`config.mk`:
```
export PLATFORM = sky130hd
export DESIGN_NAME = mac8_signed
export DESIGN_NICKNAME = d
export VERILOG_FILES = /design/src/rtl/mac8_signed_pkg.sv /design/src/rtl/mac8_signed_mul.sv /design/src/rtl/mac8_signed.sv
export SDC_FILE = /design/constraint.sdc
export NUM_CORES = 1
export LEC_CHECK = 0
export BUFFER_PORTS_ARGS = -buffer_cell sky130_fd_sc_hd__buf_2
export CAP_MARGIN = 20
export CORE_MARGIN = 1
export CORE_UTILIZATION = 45
export DETAILED_ROUTE_END_ITERATION = 7
export GPL_ROUTABILITY_DRIVEN = 0
export PLACE_DENSITY_LB_ADDON = 0.1
export SLEW_MARGIN = 5
export SYNTH_ARGS = -nofsm -noshare
export SYNTH_HDL_FRONTEND = slang
export SYNTH_SLANG_ARGS = --single-unit
```
`constraint.sdc`:
```
create_clock -name clk -period 4.7 [get_ports clk]
set_clock_uncertainty 0.1 [all_clocks]
set_input_delay 0.94 -clock clk [delete_from_list [all_inputs] [get_ports clk]]
set_output_delay 0.94 -clock clk [all_outputs]
set_load 0.02 [all_outputs]
```
`src/rtl/mac8_signed_pkg.sv`:
```
// Shared constants and state type for the mac8_signed signed dot-product engine.
package mac8_signed_pkg;

    localparam int OP_W   = 8;
    localparam int PROD_W = 16;

    typedef enum logic {
        ACCUM = 1'b0,
        BUSY  = 1'b1
    } state_t;

endpackage

```
`src/rtl/mac8_signed_mul.sv`:
```
// Combinational 8x8 signed multiplier feeding the product register of mac8_signed.
module mul8s_core
    import mac8_signed_pkg::*;
(
    input  logic signed [OP_W-1:0]   a,
    input  logic signed [OP_W-1:0]   b,
    output logic signed [PROD_W-1:0] p
);

    assign p = a * b;

endmodule

```
`src/rtl/mac8_signed.sv`:
```
// Three-stage signed 8-bit multiply-accumulate with valid/ready handshakes.
// Optional saturating accumulation is enabled by defining MAC8_SAT_EN.
module mac8_signed
    import mac8_signed_pkg::*;
#(
    parameter int ACC_W = 24
) (
    input  logic             clk,
    input  logic             rst,
    input  logic             in_valid,
    output logic             in_ready,
    input  logic [OP_W-1:0]  a,
    input  logic [OP_W-1:0]  b,
    input  logic             in_last,
    output logic             out_valid,
    input  logic             out_ready,
    output logic [ACC_W-1:0] out_data,
    output logic             out_sat
);

    state_t                    state;
    logic                      accept;
    logic                      s1_vld, s1_last;
    logic signed [OP_W-1:0]    s1_a, s1_b;
    logic signed [PROD_W-1:0]  prod;
    logic                      s2_vld, s2_last;
    logic signed [PROD_W-1:0]  s2_p;
    logic signed [ACC_W-1:0]   acc;
    logic signed [ACC_W-1:0]   next_acc;

    assign in_ready = (state == ACCUM);
    assign accept   = in_valid && in_ready;

    mul8s_core u_mul (
        .a (s1_a),
        .b (s1_b),
        .p (prod)
    );

`ifdef MAC8_SAT_EN
    logic signed [ACC_W:0] sum;
    logic                  clamp;
    logic                  sticky;
    logic                  out_sat_r;

    // One guard bit exposes signed overflow; clamp towards the overflow direction.
    always_comb begin
        sum   = (ACC_W+1)'(acc) + (ACC_W+1)'(s2_p);
        clamp = 1'b0;
        if (sum[ACC_W] != sum[ACC_W-1]) begin
            clamp    = 1'b1;
            next_acc = sum[ACC_W] ? {1'b1, {(ACC_W-1){1'b0}}}
                                  : {1'b0, {(ACC_W-1){1'b1}}};
        end else begin
            next_acc = sum[ACC_W-1:0];
        end
    end

    always_ff @(posedge clk or posedge rst) begin
        if (rst) begin
            sticky    <= 1'b0;
            out_sat_r <= 1'b0;
        end else if (s2_vld) begin
            if (s2_last) begin
                out_sat_r <= sticky | clamp;
                sticky    <= 1'b0;
            end else begin
                sticky    <= sticky | clamp;
            end
        end
    end

    assign out_sat = out_sat_r;
`else
    assign next_acc = acc + ACC_W'(s2_p);
    assign out_sat  = 1'b0;
`endif

    always_ff @(posedge clk or posedge rst) begin
        if (rst) begin
            state     <= ACCUM;
            s1_vld    <= 1'b0;
            s1_last   <= 1'b0;
            s1_a      <= '0;
            s1_b      <= '0;
            s2_vld    <= 1'b0;
            s2_last   <= 1'b0;
            s2_p      <= '0;
            acc       <= '0;
            out_valid <= 1'b0;
            out_data  <= '0;
        end else begin
            s1_vld <= accept;
            if (accept) begin
                s1_a    <= a;
                s1_b    <= b;
                s1_last <= in_last;
            end
            s2_vld  <= s1_vld;
            s2_p    <= prod;
            s2_last <= s1_last;

            if (out_valid && out_ready)
                out_valid <= 1'b0;

            // BUSY blocks new input until handoff, so a fresh result never collides with a held one.
            if (s2_vld) begin
                if (s2_last) begin
                    out_data  <= next_acc;
                    out_valid <= 1'b1;
                    acc       <= '0;
                end else begin
                    acc       <= next_acc;
                end
            end

            case (state)
                ACCUM: if (accept && in_last) state <= BUSY;
                BUSY:  if (out_valid && out_ready) state <= ACCUM;
                default: state <= ACCUM;
            endcase
        end
    end

endmodule

```
Word level (Yosys, flattened, before mapping)

Index checks and enable logic that the tools add are counted.

Reductions and logical operators: 4
$add $sub $neg: 1
Eq/ne operators: 0
Multipliers: 1
Divide/modulo/power cells: 0
Mux-type cells: 7
Order comparisons: 0
Bitwise logic cells: 1
Shift-type cells: 0

Operator list:

| cell                               | number |
|---|---|
| adder 24 x 16 -> 24 bit            | 1 |
| two-way mux 24 bit                 | 1 |
| multiplier 8 x 8 -> 16 bit         | 1 |
| two-way mux 1 bit                  | 5 |
| logical AND 1 bit                  | 3 |
| one-hot mux 1 bit (2 select lines) | 1 |
| AND reduction 2 bit                | 1 |
| NOT 1 bit                          | 1 |

ROM bits: 0
Register bits: 86
Word-level logic and storage cells: 25
Bits in writable memories: 0
Output and inout port bits: 27
Latch bits: 0
Memories: 0

Depth between registers and ports, before layout

Gate-level depths: netlist (run 1).

Depth in word-level cells: 5
Mapped depth: 19
Mapped depth without buffers: 19

By module

A second synthesis (run 1) with hierarchy kept.

Cells, all modules: 672
Area, all modules: 6612.6 um^2

By module, submodules not included:

| module      | cells an instance | area an instance (um^2) | sequential area each (um^2) | instances |
|---|---|---|---|---|
| mac8_signed | 382               | 4062.6                  | 2152.1                      | 1 |
| mul8s_core  | 290               | 2549.9                  | 0.0                         | 1 |

Least setup slack after synthesis (run 1)

OpenSTA, ideal clock, no wires.

Kind: reg-to-reg
Start: register s1_b[4]
End: register s2_p[15]
Stages on the path, launching flop included: 17
Path buffers: 1
Data arrival time: 4.351 ns
Path slack: 0.125 ns
Setup time: 0.124 ns
Clock period less this slack: 4.575 ns
Path through: dfrtp_1 -> clkbuf_1 -> and2_1 -> fa_1 -> inv_1 -> fa_1 -> inv_1 -> fa_1 -> inv_1 -> fa_1 -> inv_1 -> ha_1 -> nand3_1 -> nor3_1 -> a2111oi_1 -> a21oi_1 -> xnor2_1

Cells in the longest elaborated chain, start to end: 1

Ends and longest elaborated chain:

| what                       | line                  | RTL |
|---|---|---|
| start, declared            | mac8_signed.sv:24     | `logic signed [OP_W-1:0] s1_a, s1_b;` |
| start signal, assigned     | mac8_signed.sv:85     | `s1_b <= '0;` |
| start signal, assigned     | mac8_signed.sv:96     | `s1_b <= b;` |
| multiplier 8 x 8 -> 16 bit | mac8_signed_mul.sv:10 | `assign p = a * b;` |
| net prod[15]               | mac8_signed.sv:25     | `logic signed [PROD_W-1:0] prod;` |
| end signal, assigned       | mac8_signed.sv:100    | `s2_p <= prod;` |
| end, declared              | mac8_signed.sv:27     | `logic signed [PROD_W-1:0] s2_p;` |

The timed path passes the listed nets, and every way through them passes these cells.
A chain may end at the register's enable or synchronous reset.

Worst setup path after layout (run 1)

Start: register s1_a[4]
End: register s2_p[15]

Cells in the longest elaborated chain, start to end: 1

Ends and longest elaborated chain:

| what                       | line                  | RTL |
|---|---|---|
| start, declared            | mac8_signed.sv:24     |  |
| start signal, assigned     | mac8_signed.sv:84     | `s1_a <= '0;` |
| start signal, assigned     | mac8_signed.sv:95     | `s1_a <= a;` |
| multiplier 8 x 8 -> 16 bit | mac8_signed_mul.sv:10 |  |
| net prod[15]               | mac8_signed.sv:25     |  |

The timed path passes the listed nets, and every way through them passes these cells.

==> results by group, run 1 <==
Status
  • Status: finished clean

Timing
  • Rel. slew slack: a little under three fifths
  • Count of pins over their slew limit: 0
  • RSZ-0062 raised after global routing: false
  • Fmax: approximately 220 MHz
  • Worst Max-Slew Pin Slew: roughly 0.63 ns
  • Final setup viols: 0
  • Setup TNS: 0 ns
  • Final Cycle Share: between 90% and 100%
  • Fin crit period: ~4.5 ns
  • Final hold slack: roughly 0.25 ns
  • Final Hold Fails: 0

Placement
  • Post-detail-place hpwl: approximately 10 mm
  • I/O Buffers: 46

CTS
  • Clk_lat worst skew: between 0.3 and 0.4 ns
  • CTS Root Cell: clkbuf_16
  • Clk slew on worst S/H paths: roughly 0.06 ns
  • CTS tree: yes
  • Max Buffers Root-to-Sink: 2
  • Total CTS buffers: 9
  • Max H-tree Level: 3
  • Clock sinks: 86

Synthesis
  • Cell area after synthesis: ~6700 µm²
  • Ys flop type: dfrtp_1
  • EDFF count, synth: 0
  • #FFs+latches synth: 86
  • Synth unique cells: 55
  • Synth warn: 0
  • Post-Syn Instances: 668
  • Synth Net Count: 797
  • Register area share after synthesis: between 30% and 40%
  • Synth Area per Inst: approximately 10 µm²
  • Ys async rst share: 100.0%

GRT
  • First-pass GRT wire length: around 23 mm
  • Gr ovfl total: 0
  • Vias in the first global route: between 4,000 and 5,000
  • Largest net degree at the start of global routing: ~60
  • Antenna violations before repair: 0
  • Global Route Usage Sum: between 10% and 20%

Worst hold path
  • Hold Path Depth: 0
  • Worst Hold Class: reg2reg

Worst setup path
  • CP top delay family: adder cells
  • Delay of the slowest critical-path stage: between 0.5 and 0.6 ns
  • WP depth: 16
  • Startpoint types: flop
  • Type of the worst setup path: reg2reg
  • R2R cell count: 16
  • Critical Path Fanout Max: 5
  • Crit end category: flop
  • Top cell by count, worst path: fa_1
  • CP max stage cell: fa_1
  • CP Cell Sequence: buf_12 -> and2_1 -> fa_1 -> fa_1 -> fa_1 -> inv_1 -> fa_1 -> inv_1 -> ha_1 -> o21a_1 -> nor2_1 -> nor3_1 -> a2111oi_2 -> buf_4 -> a21oi_1 -> xnor2_1
  • Buf+Inv Stages, Crit Path: 4
  • Critical path required time: slightly below 5 ns
  • Crit path arrival time: around 4.6 ns

Layout
  • FF/Latch Area: about 2200 µm²
  • Fillers: ~1,400
  • Fraction of layout cells with a size suffix above 1: approximately 17%
  • Most frequent cells in the layout: 116 x inv_1, 78 x dfrtp_1, 56 x fa_1
  • Synth-to-Final Area Change: 12.83%
  • Most common cell after layout, fill and taps aside: inv_1
  • Ant. Diodes: 0
  • Multi-input gate area: 4029 µm²
  • Total Nets Final: ~860

Die
  • FP Rows: 44
  • Die Span Y: between 100 and 150 µm
  • DIE AREA: 15,350 µm²
  • Die W: around 120 µm
  • Core Region: roughly 15,000 µm²
  • Initial core utilization: approximately 46%
  • Top Ports: 48

Route
  • Final ANT Viol Nets: 0
  • Routed len/inst: approximately 14 µm
  • Via count: between 4,000 and 5,000
  • Drt pass-1 iters: 4
  • Vias per Instance: slightly above 5
  • DRC violations left: 0
  • WL final: ~13 mm
  • Drt initial violations: approximately 220

Run
  • # Max-Cap Violations: 0
==> cell usage after synthesis (12+ instances only) <==
master	n	area share, %
xor2_1	12	1.6
a21o_1	16	1.8
ha_1	52	9.7
dfrtp_1	86	32
and2_1	39	3.6
a21oi_1	24	1.8
inv_1	117	6.6
xnor2_1	21	2.8
mux2_2	20	3.4
o22ai_1	20	1.9
o21ai_0	32	2.4
clkbuf_1	12	0.67
nand2_1	53	3.0
fa_1	56	17
==> layout make-up <==
class	count	share of cell area, %
multi-input combinational	448	53.39
sequential	86	28.65
inverter	117	5.837
timing repair buffer	65	5.372
clock buffer	12	3.266
tap	184	3.051
clock inverter	4	0.4311
==> cells by family after synthesis <==
| family | share of synthesized area (%) |
|---|---|
| other cells | 0.05607 |
| mux | 3.517 |
| flops | 32.18 |
| simple gates | 11.00 |
| xor+xnor | 4.677 |
| compound gates | 14.26 |
| fa+ha+maj | 26.49 |
| buf+inv | 7.820 |
==> through the flow <==
| step | setup slack, ns | util, % | instance area, µm² | std cells |
|---|---|---|---|---|
| final | 0.2279 | 51.92 | 7546 | 916 |
| after detailed placement | 0.1348 | 49.34 | 7171 | 895 |
| after global placement | 0.2054 | 49.34 | 7171 | 895 |
| after global routing | 0.006142 | 51.92 | 7546 | 916 |
| after floorplan | 0.1250 | - | 6688 | 668 |
| after CTS | 0.1188 | 51.26 | 7450 | 911 |
==> flip-flops by register name, summed over array words and instances, names as in the netlist <==
register,count
state,1
s1_vld,1
out_valid,1
s1_a,8
s2_vld,1
s2_last,1
s1_b,8
out_data,24
acc,24
s2_p,16
s1_last,1
==> worst paths after layout <==
path / end / startpoint / slack (ns)
setup / recovery: s2_p[15] / s1_a[4] / 0.23
hold / removal: s2_vld / s1_vld / 0.25
setup reg to reg: s2_p[15] / s1_a[4] / 0.23
hold reg to reg: s2_vld / s1_vld / 0.25
max in group asynchronous: acc[5] / rst / 3.48
min in group asynchronous: out_data[17] / rst / 0.40
==> worst reg2reg max path, stage by stage, from the launching register on <==
cell       delay [ns]
dfrtp_2          0.45
buf_12           0.14
and2_1           0.16
fa_1             0.47
fa_1             0.52
fa_1             0.54
inv_1            0.05
fa_1             0.52
inv_1            0.04
ha_1             0.33
o21a_1           0.13
nor2_1           0.13
nor3_1           0.09
a2111oi_2        0.32
buf_4            0.17
a21oi_1          0.07
xnor2_1          0.12
==> per-layer routing <==
metal | vias to the layer above | track usage, % | routed length, µm
li1 | 2332 | - | -
met2 | 73 | 32.08 | 6107
met5 | - | 0 | 0
met1 | 2179 | 24.51 | 6111
met4 | 0 | 6.771 | 304
met3 | 24 | 4.441 | 415
==> repair_timing <==
item                                    4_1_cts  5_1_grt
endpoints found under the setup margin        0        4
resized for setup                             0       12
hold buffers                                  0        0
buffers inserted                              0        4
Power of run 1 is not shown: default switching activity piles up to over one toggle a cycle in this logic, so the estimate is an artifact.
==> inputs of run 2 (changes only) <==
--- a/config.mk
+++ b/config.mk
@@ -9,6 +9,7 @@
 export CAP_MARGIN = 20
 export CORE_MARGIN = 1
 export CORE_UTILIZATION = 45
+export CTS_BUF_LIST = sky130_fd_sc_hd__clkbuf_4
 export DETAILED_ROUTE_END_ITERATION = 7
 export GPL_ROUTABILITY_DRIVEN = 0
 export PLACE_DENSITY_LB_ADDON = 0.1
==> results by group, run 2 (synthesis results as in run 1) <==
CTS
  • Max H-tree Level: 3 (unchanged)
  • CTS Root Cell: clkbuf_4 (was clkbuf_16)
  • CTS tree: yes (unchanged)
  • Clk_lat worst skew: 0.47 ns (was 0.35 ns)
  • Clk slew on worst S/H paths: 0.13 ns (was 0.06 ns)
  • Clock sinks: 86 (unchanged)
  • Total CTS buffers: 9 (unchanged)
  • Max Buffers Root-to-Sink: 2 (unchanged)

Worst setup path
  • CP Cell Sequence: buf_12 -> and2_1 -> fa_1 -> fa_1 -> fa_1 -> inv_1 -> fa_1 -> inv_1 -> ha_1 -> o21a_1 -> nor2_1 -> nor3_1 -> a2111oi_2 -> buf_4 -> a21oi_1 -> xnor2_1 (unchanged)
  • Crit end category: flop (unchanged)
  • Critical path required time: 4.94 ns (was 4.83 ns)
  • Reg2reg setup slack: 0.22 ns (was 0.23 ns)
  • Crit path arrival time: 4.73 ns (was 4.60 ns)
  • CP max stage cell: fa_1 (unchanged)
  • Type of the worst setup path: reg2reg (unchanged)
  • Startpoint types: flop (unchanged)
  • R2R cell count: 16 (unchanged)
  • Critical Path Fanout Max: 5 (unchanged)
  • Top cell by count, worst path: fa_1 (unchanged)
  • Delay of the slowest critical-path stage: 0.54 ns (about the same)

Timing
  • Final setup viols: 0 (unchanged)
  • RSZ-0062 raised after global routing: false (unchanged)
  • Count of pins over their slew limit: 0 (unchanged)
  • Worst Max-Slew Pin Slew: 0.6417 ns (was 0.6307 ns)
  • Fin crit period: 4.484 ns (was 4.472 ns)
  • Final Cycle Share: 95.40% (was 95.15%)
  • Setup TNS: 0 ns (unchanged)
  • Fmax: 223.0 MHz (was 223.6 MHz)
  • Rel. slew slack: 56.54% (was 57.29%)
  • Final Hold Fails: 0 (unchanged)

Layout
  • Most frequent cells in the layout: 115 x inv_1, 78 x dfrtp_1, 56 x fa_1 (was 116 x inv_1, 78 x dfrtp_1, 56 x fa_1)
  • Fraction of layout cells with a size suffix above 1: 17.08% (was 16.80%)
  • Largest registers: acc: 24 flops, out_data: 24 flops, s2_p: 16 flops (unchanged)
  • Synth-to-Final Area Change: 10.44% (was 12.83%)
  • Most common cell after layout, fill and taps aside: inv_1 (unchanged)
  • Total Nets Final: 856 (unchanged)

GRT
  • M2 GR Usage: 32.05% (was 32.08%)
  • First-pass GRT wire length: 22.74 mm (was 22.71 mm)
  • Vias in the first global route: 4,834 (was 4,829)
  • Global Route Usage Sum: 19.19% (was 19.26%)
  • Largest net degree at the start of global routing: 59 (unchanged)
  • Antenna violations before repair: 1 (was 0)
  • GR peak layer: met2 (unchanged)
  • Gr ovfl total: 0 (unchanged)
  • Met3 Use GR: 3.480% (was 4.441%)
  • GRT met1 Usage: 24.70% (was 24.51%)

Route
  • Final ANT Viol Nets: 0 (unchanged)
  • DRC violations left: 0 (unchanged)
  • Routed len/inst: 14.13 µm (about the same)
  • Via count: 4,634 (was 4,608)
  • WL final: 12.96 mm (was 12.94 mm)
  • Drt initial violations: 192 (was 215)
  • Drt pass-1 iters: 4 (unchanged)
  • Vias per Instance: 5.053 (was 5.031)

Placement
  • Post-detail-place hpwl: 10.15 mm (unchanged)
  • I/O Buffers: 46 (unchanged)

Die
  • DIE AREA: 15,350 µm² (unchanged)
  • Core Region: 14,530 µm² (unchanged)
  • FP Rows: 44 (unchanged)
  • Die W: 123.9 µm (unchanged)
  • Top Ports: 48 (unchanged)
  • Initial core utilization: 46.01% (unchanged)
  • Die Span Y: 123.9 µm (unchanged)

Status
  • Status: finished clean (unchanged)

Worst hold path
  • Hold Path Depth: 0 (unchanged)
  • Worst Hold Class: reg2reg (unchanged)

Run
  • # Max-Cap Violations: 0 (unchanged)
run 2: layout make-up:
class                           instances  area (µm²)
Fill cell                            1385        7148
Clock inverter                          5       36.28
Antenna cell                            1       2.502
Tap cell                              184       230.2
Timing Repair Buffer                   65       405.4
Clock buffer                           11       82.58
Inverter                              117       440.4
Sequential cell                        86        2162
Multi-Input combinational cell        448        4026
run 2: metrics by stage:
stage	setup slack (ns)	util [%]	hold WS [ns]	std cells	area, µm²
3_5_place_dp	0.1348	49.34	0.2347	895	7171
2_1_floorplan	0.1250	-	0.2312	668	6688
5_1_grt	0.009813	50.82	0.2433	917	7386
3_3_place_gp	0.2054	49.34	0.2323	895	7171
4_1_cts	0.09520	50.16	0.2661	911	7289
6_report	0.2164	50.82	0.2631	917	7386
run 2: final timing paths:
check,to,start
worst max register to register,s2_p[15],s1_a[4]
worst min-delay path,s2_vld,s1_vld
worst max-delay path,s2_p[15],s1_a[4]
worst min register to register,s2_vld,s1_vld
max in group asynchronous,acc[23],rst
min in group asynchronous,out_data[17],rst
run 2: timing repair:
item	in CTS	in global routing
buffers inserted	0	4
gates resized for setup	0	12
hold buffers	0	0
setup endpoints to repair	0	4
run 2: metal layers:
| metal | up-vias | wire (µm) |
|---|---|---|
| li1 | 2325 | - |
| met1 | 2214 | 6148 |
| met2 | 71 | 6154 |
| met3 | 24 | 358 |
| met4 | 0 | 293 |
| met5 | - | 0 |
run 2: worst max-delay path: cells and delay by family (launching register included):
kind | cells | cell delay, ns
simple gates | 3 | 0.37
buf+inv | 4 | 0.40
flops | 1 | 0.47
xor+xnor | 1 | 0.12
compound gates | 3 | 0.52
fa+ha+maj | 5 | 2.38
Power of run 2 is left out for the same reason.
